<file path="config.mk">
export PLATFORM = sky130hd
export DESIGN_NAME = rsenc_lfsr_flat
export DESIGN_NICKNAME = d
export VERILOG_FILES = /design/src/rtl/rsenc_lfsr_if.sv /design/src/rtl/rsenc_lfsr.sv /design/src/flat_wrapper.sv
export SDC_FILE = /design/constraint.sdc
export NUM_CORES = 1
export LEC_CHECK = 0
export CORE_ASPECT_RATIO = 1.75
export CORE_MARGIN = 3
export CORE_UTILIZATION = 65
export CTS_BUF_LIST = sky130_fd_sc_hd__clkbuf_2
export DETAILED_ROUTE_END_ITERATION = 8
export PLACE_DENSITY = 0.78
export SYNTH_ARGS = -nofsm -noshare
export SYNTH_HDL_FRONTEND = slang
export SYNTH_SLANG_ARGS = --single-unit
</file>
<file path="constraint.sdc">
create_clock -name clk -period 7.5 [get_ports clk]
set_clock_uncertainty 0.15 [all_clocks]
set_input_delay 1.5 -clock clk [delete_from_list [all_inputs] [get_ports clk]]
set_output_delay 1.5 -clock clk [all_outputs]
set_load 0.02 [all_outputs]
</file>
<file path="src/rtl/rsenc_lfsr_if.sv">
// Symbol-stream bundle between the RS encoder and its neighbours:
// message symbols in, codeword symbols (with framing flags) out.
interface rsenc_lfsr_if;
    logic       in_valid;
    logic       in_ready;
    logic [7:0] in_data;
    logic       out_valid;
    logic       out_ready;
    logic [7:0] out_data;
    logic       out_sop;
    logic       out_eop;
    logic       out_par;

    // master: the side feeding messages and draining codewords
    modport master (
        output in_valid, in_data, out_ready,
        input  in_ready, out_valid, out_data, out_sop, out_eop, out_par
    );

    // slave: the encoder
    modport slave (
        input  in_valid, in_data, out_ready,
        output in_ready, out_valid, out_data, out_sop, out_eop, out_par
    );
endinterface

</file>
<file path="src/rtl/rsenc_lfsr.sv">
// Systematic RS(K+NPAR, K) encoder over GF(2^8)/0x187, g(x) = prod (x + alpha^i), i=0..NPAR-1.
// Define RSENC_SHORTEN_EN to add a per-codeword k_len input for shortened codes.

// One LFSR tap: r <= prev ^ fb*G, with G fixed at elaboration so the product is an XOR network.
module rsenc_lfsr_tap #(
    parameter logic [7:0] G = 8'h01
) (
    input  logic       clk,
    input  logic       rst_n,
    input  logic       clear,
    input  logic       en,
    input  logic [7:0] fb,
    input  logic [7:0] prev,
    output logic [7:0] r
);
    logic [7:0] prod;

    always_comb begin
        logic [7:0] col;
        prod = '0;
        col  = G;
        for (int b = 0; b < 8; b++) begin
            if (fb[b]) prod = prod ^ col;
            col = {col[6:0], 1'b0} ^ (col[7] ? 8'h87 : 8'h00);
        end
    end

    always_ff @(posedge clk or negedge rst_n) begin
        if (!rst_n)     r <= '0;
        else if (clear) r <= '0;
        else if (en)    r <= prev ^ prod;
    end
endmodule

module rsenc_lfsr #(
    parameter int NPAR = 32,
    parameter int K    = 223
) (
    input  logic             clk,
    input  logic             rst_n,
    input  logic             clear,
`ifdef RSENC_SHORTEN_EN
    input  logic [7:0]       k_len,
`endif
    rsenc_lfsr_if.slave      bus
);
    function automatic logic [7:0] gf_mul(input logic [7:0] a, input logic [7:0] b);
        logic [7:0] acc;
        logic [7:0] x;
        acc = '0;
        x   = a;
        for (int i = 0; i < 8; i++) begin
            if (b[i]) acc = acc ^ x;
            x = {x[6:0], 1'b0} ^ (x[7] ? 8'h87 : 8'h00);
        end
        return acc;
    endfunction

    // Monic generator; the x^NPAR coefficient (1) is implicit in the feedback.
    function automatic logic [NPAR*8-1:0] gen_poly();
        logic [NPAR:0][7:0] p;
        logic [7:0]         a;
        p    = '0;
        p[0] = 8'h01;
        a    = 8'h01;
        for (int i = 0; i < NPAR; i++) begin
            for (int j = NPAR; j > 0; j--) p[j] = p[j-1] ^ gf_mul(p[j], a);
            p[0] = gf_mul(p[0], a);
            a    = gf_mul(a, 8'h02);
        end
        return p[NPAR-1:0];
    endfunction

    localparam logic [NPAR-1:0][7:0] GEN   = gen_poly();
    localparam logic [7:0]           K8    = 8'(K);
    localparam logic [7:0]           PLAST = 8'(NPAR - 1);

    typedef enum logic [1:0] {IDLE, DATA, PARITY} state_t;

    state_t               state, state_d;
    logic [7:0]           dcnt, dcnt_d;
    logic [7:0]           pcnt, pcnt_d;
    logic [NPAR-1:0][7:0] r;
    logic [7:0]           fb;
    logic                 free, in_xfer, par_step, lfsr_en;
    logic                 ov_q, ov_d, sop_q, sop_d, eop_q, eop_d, par_q, par_d;
    logic [7:0]           od_q, od_d;
    logic [7:0]           k_in, klen_q;

`ifdef RSENC_SHORTEN_EN
    assign k_in = (k_len == 8'd0 || k_len > K8) ? K8 : k_len;

    always_ff @(posedge clk or negedge rst_n) begin
        if (!rst_n)                                      klen_q <= K8;
        else if (!clear && state == IDLE && in_xfer)     klen_q <= k_in;
    end
`else
    assign k_in   = K8;
    assign klen_q = K8;
`endif

    assign free         = !ov_q || bus.out_ready;
    assign bus.in_ready = free && (state == IDLE || state == DATA);
    assign in_xfer      = bus.in_valid && bus.in_ready && !clear;
    assign par_step     = (state == PARITY) && free && !clear;
    assign lfsr_en      = in_xfer || par_step;
    // Draining parity is the same update with zero feedback: a plain shift toward r[NPAR-1].
    assign fb           = (state == PARITY) ? 8'h00 : (bus.in_data ^ r[NPAR-1]);

    for (genvar j = 0; j < NPAR; j++) begin : g_tap
        logic [7:0] prev;
        if (j == 0) begin : g_first
            assign prev = 8'h00;
        end else begin : g_rest
            assign prev = r[j-1];
        end
        rsenc_lfsr_tap #(.G(GEN[j])) u_tap (
            .clk   (clk),
            .rst_n (rst_n),
            .clear (clear),
            .en    (lfsr_en),
            .fb    (fb),
            .prev  (prev),
            .r     (r[j])
        );
    end

    always_comb begin
        state_d = state;
        dcnt_d  = dcnt;
        pcnt_d  = pcnt;
        ov_d    = free ? 1'b0 : ov_q;
        od_d    = od_q;
        sop_d   = sop_q;
        eop_d   = eop_q;
        par_d   = par_q;
        case (state)
            IDLE: if (in_xfer) begin
                ov_d   = 1'b1;
                od_d   = bus.in_data;
                sop_d  = 1'b1;
                eop_d  = 1'b0;
                par_d  = 1'b0;
                dcnt_d = 8'd1;
                pcnt_d = 8'd0;
                state_d = (k_in == 8'd1) ? PARITY : DATA;
            end
            DATA: if (in_xfer) begin
                ov_d   = 1'b1;
                od_d   = bus.in_data;
                sop_d  = 1'b0;
                eop_d  = 1'b0;
                par_d  = 1'b0;
                dcnt_d = dcnt + 8'd1;
                if (dcnt == klen_q - 8'd1) begin
                    state_d = PARITY;
                    pcnt_d  = 8'd0;
                end
            end
            PARITY: if (par_step) begin
                ov_d   = 1'b1;
                od_d   = r[NPAR-1];
                sop_d  = 1'b0;
                par_d  = 1'b1;
                eop_d  = (pcnt == PLAST);
                pcnt_d = pcnt + 8'd1;
                if (pcnt == PLAST) begin
                    state_d = IDLE;
                    pcnt_d  = 8'd0;
                    dcnt_d  = 8'd0;
                end
            end
            default: state_d = IDLE;
        endcase
        // Abort wins over any transfer decided above, including the pending output beat.
        if (clear) begin
            state_d = IDLE;
            dcnt_d  = 8'd0;
            pcnt_d  = 8'd0;
            ov_d    = 1'b0;
            sop_d   = 1'b0;
            eop_d   = 1'b0;
            par_d   = 1'b0;
        end
    end

    always_ff @(posedge clk or negedge rst_n) begin
        if (!rst_n) begin
            state <= IDLE;
            dcnt  <= '0;
            pcnt  <= '0;
            ov_q  <= 1'b0;
            od_q  <= '0;
            sop_q <= 1'b0;
            eop_q <= 1'b0;
            par_q <= 1'b0;
        end else begin
            state <= state_d;
            dcnt  <= dcnt_d;
            pcnt  <= pcnt_d;
            ov_q  <= ov_d;
            od_q  <= od_d;
            sop_q <= sop_d;
            eop_q <= eop_d;
            par_q <= par_d;
        end
    end

    assign bus.out_valid = ov_q;
    assign bus.out_data  = od_q;
    assign bus.out_sop   = sop_q;
    assign bus.out_eop   = eop_q;
    assign bus.out_par   = par_q;
endmodule
</file>
<file path="src/flat_wrapper.sv">
// flat-port wrapper written by rule: the top's interface ports become plain ports
module rsenc_lfsr_flat 
#(
    parameter int NPAR = 32,
    parameter int K    = 223
)
  (clk, rst_n, clear, bus_in_valid, bus_in_data, bus_out_ready, bus_in_ready, bus_out_valid, bus_out_data, bus_out_sop, bus_out_eop, bus_out_par);
  rsenc_lfsr_if bus_i ();
  input  logic clk;
  input  logic rst_n;
  input  logic clear;
  input wire logic [$bits(bus_i.in_valid)-1:0] bus_in_valid;
  input wire logic [$bits(bus_i.in_data)-1:0] bus_in_data;
  input wire logic [$bits(bus_i.out_ready)-1:0] bus_out_ready;
  output wire logic [$bits(bus_i.in_ready)-1:0] bus_in_ready;
  output wire logic [$bits(bus_i.out_valid)-1:0] bus_out_valid;
  output wire logic [$bits(bus_i.out_data)-1:0] bus_out_data;
  output wire logic [$bits(bus_i.out_sop)-1:0] bus_out_sop;
  output wire logic [$bits(bus_i.out_eop)-1:0] bus_out_eop;
  output wire logic [$bits(bus_i.out_par)-1:0] bus_out_par;
  assign bus_i.in_valid = bus_in_valid;
  assign bus_i.in_data = bus_in_data;
  assign bus_i.out_ready = bus_out_ready;
  assign bus_in_ready = bus_i.in_ready;
  assign bus_out_valid = bus_i.out_valid;
  assign bus_out_data = bus_i.out_data;
  assign bus_out_sop = bus_i.out_sop;
  assign bus_out_eop = bus_i.out_eop;
  assign bus_out_par = bus_i.out_par;
  rsenc_lfsr #(.NPAR(NPAR), .K(K)) u_core (.clk(clk), .rst_n(rst_n), .clear(clear), .bus(bus_i));
endmodule
</file>
==> flow_metrics.env <==
export IMPL_cts_tree="done"
export IMPL_grt_ovfl_total=0
export IMPL_yosysTopAreaCellShare_pct=41.2
export IMPL_cts_sinks=286
export IMPL_postCtsSetupBuffers=0
export IMPL_vias=12863
export IMPL_place_inst=1907
export IMPL_placed_area_sq_mm=0.0177
export IMPL_drv_cap=0
export IMPL_grt_max_degree=145
export IMPL_dp_hpwl_um=30000
export IMPL_min_period_ns=4.52
export IMPL_setup_viol=0
export IMPL_wl_met1_um=17100
export IMPL_fmax_ghz=0.221
export IMPL_required_ns=5.85
export IMPL_slew_headroom_pct=22.3
export IMPL_finalNonFillerCells=2024
export IMPL_status="complete, no violations"
export IMPL_hold_viol=0
export IMPL_die_area_sq_mm=0.0288
export IMPL_ioPinCount=26
export IMPL_core_sq_mm=0.0262
export IMPL_num_nets_final=1680
export IMPL_ys_ff_latch=286
export IMPL_worst_path_max_fanout=3
export IMPL_synth_cell_types=61
export IMPL_final_area_sq_mm=0.0183
export IMPL_ys_top_cells_by_area="dfrtp_1 (41%), xnor3_1 (11%), xnor2_1 (8.9%), a211oi_1 (4.7%), nor2_1 (4.1%)"
export IMPL_rsz0062_at_grt="no"
export IMPL_row_count=78
export IMPL_cp_num_buf_inv=2
export IMPL_syn_to_final_growth_pct=5.35
export IMPL_tightestPinTransition_ns=1.16
export IMPL_ys_warn_count=0
export IMPL_drt_iter0_drc=1112
export IMPL_avgViaCountPerCell=6.36
export IMPL_drc=0
export IMPL_ys_flop_type="dfrtp_1"
export IMPL_setup_tns_final_ns=0
export IMPL_critical_path_max_stage_delay_ns=0.64
export IMPL_root_buffer="clkbuf_2"
export IMPL_first_pass_iters=5
export IMPL_die_h_um=222
export IMPL_htree_levels=3
export IMPL_syn_inst=1669
export IMPL_fill_cells=2031
export IMPL_clk_latency_ns=0.99
export IMPL_grt_first_pass_wirelength_um=73100
export IMPL_crit_top_cell="clkdlybuf4s50_1"
export IMPL_synthArstFlopShare_pct=100
export IMPL_io_buffers=25
export IMPL_netlist_area_sq_mm=0.0174
export IMPL_synthesis_nets=1691
export IMPL_avgSynthCellArea_sq_um=10.4
export IMPL_worstPathArrival_ns=2.87
export IMPL_met2_length_um=22500
export IMPL_cp_end_kind="primary output"
export IMPL_die_w_um=130
export IMPL_start_util_pct=66.3
export IMPL_fin_crit_sh_pct=60.3
export IMPL_grt_pass1_vias=12799
export IMPL_clk_pin_slew_ns=0.10
export IMPL_crit_path_cell_trace="clkdlybuf4s50_1, nor2b_1, nor2_1, clkdlybuf4s50_1"
export IMPL_routed_wl_um=47200
export IMPL_postCtsHoldBufs=0
export IMPL_yosysTopAreaCell="dfrtp_1"
export IMPL_dr_wl_met3_um=3270
export IMPL_cts_made_buffers=69
export IMPL_hp_class="in2async"
export IMPL_seqCellArea_sq_mm=0.00716
export IMPL_postCtsResizedCells=0
export IMPL_start_kind="input port"
export IMPL_wl_per_cell_um=23.3
export IMPL_slowest_stage="clkdlybuf4s50_1"
export IMPL_gp_congestion=0.922
export IMPL_antenna_found_initial=1
export IMPL_crit_type="in2out"
export IMPL_synth_edff_count=0
export IMPL_ys_seq_area_share_pct=41.2
export IMPL_dr_max_layer_used="met4"
export IMPL_grt_usage_pct=33.7
export IMPL_cp_top_family="buffers and inverters"
export IMPL_multi_input_area_sq_mm=0.00966
export IMPL_clock_path_buffers=3
export IMPL_drive_gt1_share_pct=10.6
export IMPL_ant_nets=0
export IMPL_finalMaxSlewViolations=0
[metrics by stage]
stage / setup WS, ns / hold slack (ns) / utilization, %
2_1_floorplan: 3.97 / 0.299 / -
3_3_place_gp: 2.81 / 0.312 / 67.5
3_5_place_dp: 2.79 / 0.314 / 67.5
4_1_cts: 2.95 / 0.298 / 69.9
5_1_grt: 2.89 / 0.339 / 69.9
6_report: 2.98 / 0.319 / 69.9
[flip-flops by register name, indices dropped and copies added (netlist names)]
| signal | cells |
|---|---|
| u_core.bus.out_data | 8 |
| u_core.bus.out_eop | 1 |
| u_core.bus.out_par | 1 |
| u_core.bus.out_sop | 1 |
| u_core.bus.out_valid | 1 |
| u_core.dcnt | 8 |
| u_core.g_tap.u_tap.r | 256 |
| u_core.pcnt | 8 |
| u_core.state | 2 |
[cells by family after synthesis]
logic type / count (synthesis) / share of synthesized area [%]
simple gates: 531 / 14.7
buf+inv: 133 / 3.30
fa+ha+maj: 9 / 0.649
compound gates: 361 / 13.5
xor+xnor: 339 / 26.0
flops: 286 / 41.2
mux: 10 / 0.577
[final cells by class]
class	instances	share of cell area, %
diodes	1	0.0137
clock buffers	100	2.74
clock inverters	16	0.623
inverters	9	0.185
multi-input cells	1250	52.9
flip-flops and latches	286	39.1
well taps	320	2.19
repair buffers	42	2.24
[Yosys cell counts, types with 5 or more instances]
cell type    n
xnor2_1    177
nand2b_1     5
nor3_1      29
inv_1        9
nor2_1     188
nand2_1    128
nand3_1     62
or4_1       22
clkbuf_1    88
a21oi_1     87
nand4_1     24
buf_2       23
o211ai_1    10
nor2b_1      8
and2_1       5
xnor2_2     10
buf_4        8
nor2_2       8
and3_1       8
dfrtp_1    286
o21a_1      54
o21ai_0     72
a211oi_1   109
xnor3_1     81
xnor2_4      7
ha_1         9
nor2_4      10
mux2i_1     10
xor3_1      10
xor2_1      48
nand3b_1    17
o31ai_1     10
[placed cells by master (no fill, tap or decap), drive strengths merged, types with 9 or more instances in the layout]
master	n
nand4	24
nor3	29
inv	11
nor2	208
a211oi	109
xor3	10
o21a	54
buf	19
or4	22
nand2	129
clkinv	12
xor2	50
clkbuf	100
o31ai	10
a21oi	88
mux2i	10
clkdlybuf4s50	23
ha	9
xnor2	194
dfrtp	286
nand3	62
o21ai	72
xnor3	85
nand3b	17
o211ai	11
[final timing paths]
kind	startpoint	endpoint	slack, ns	cells after the start
worst max-delay path	bus_out_ready	bus_in_ready	2.98	4
worst min-delay path	rst_n	u_core.g_tap[27].u_tap.r[3]	0.32	1
worst max register to register	u_core.state[0]	u_core.g_tap[4].u_tap.r[3]	3.60	7
worst min register to register	u_core.bus.out_sop	u_core.bus.out_sop	0.34	2
max in group asynchronous	rst_n	u_core.g_tap[3].u_tap.r[2]	5.46	2
min in group clk	u_core.bus.out_sop	u_core.bus.out_sop	0.34	2
[layer usage]
layer / vias to the layer above / global-route usage [%]
met4: 0 / 26.0
li1: 5840 / -
met3: 199 / 6.44
met5: - / 0
met2: 568 / 52.8
met1: 6256 / 40.4
Power is left out: the tool's default activity adds up to more than one toggle a clock period on the data nets, which glitch-free logic cannot reach.
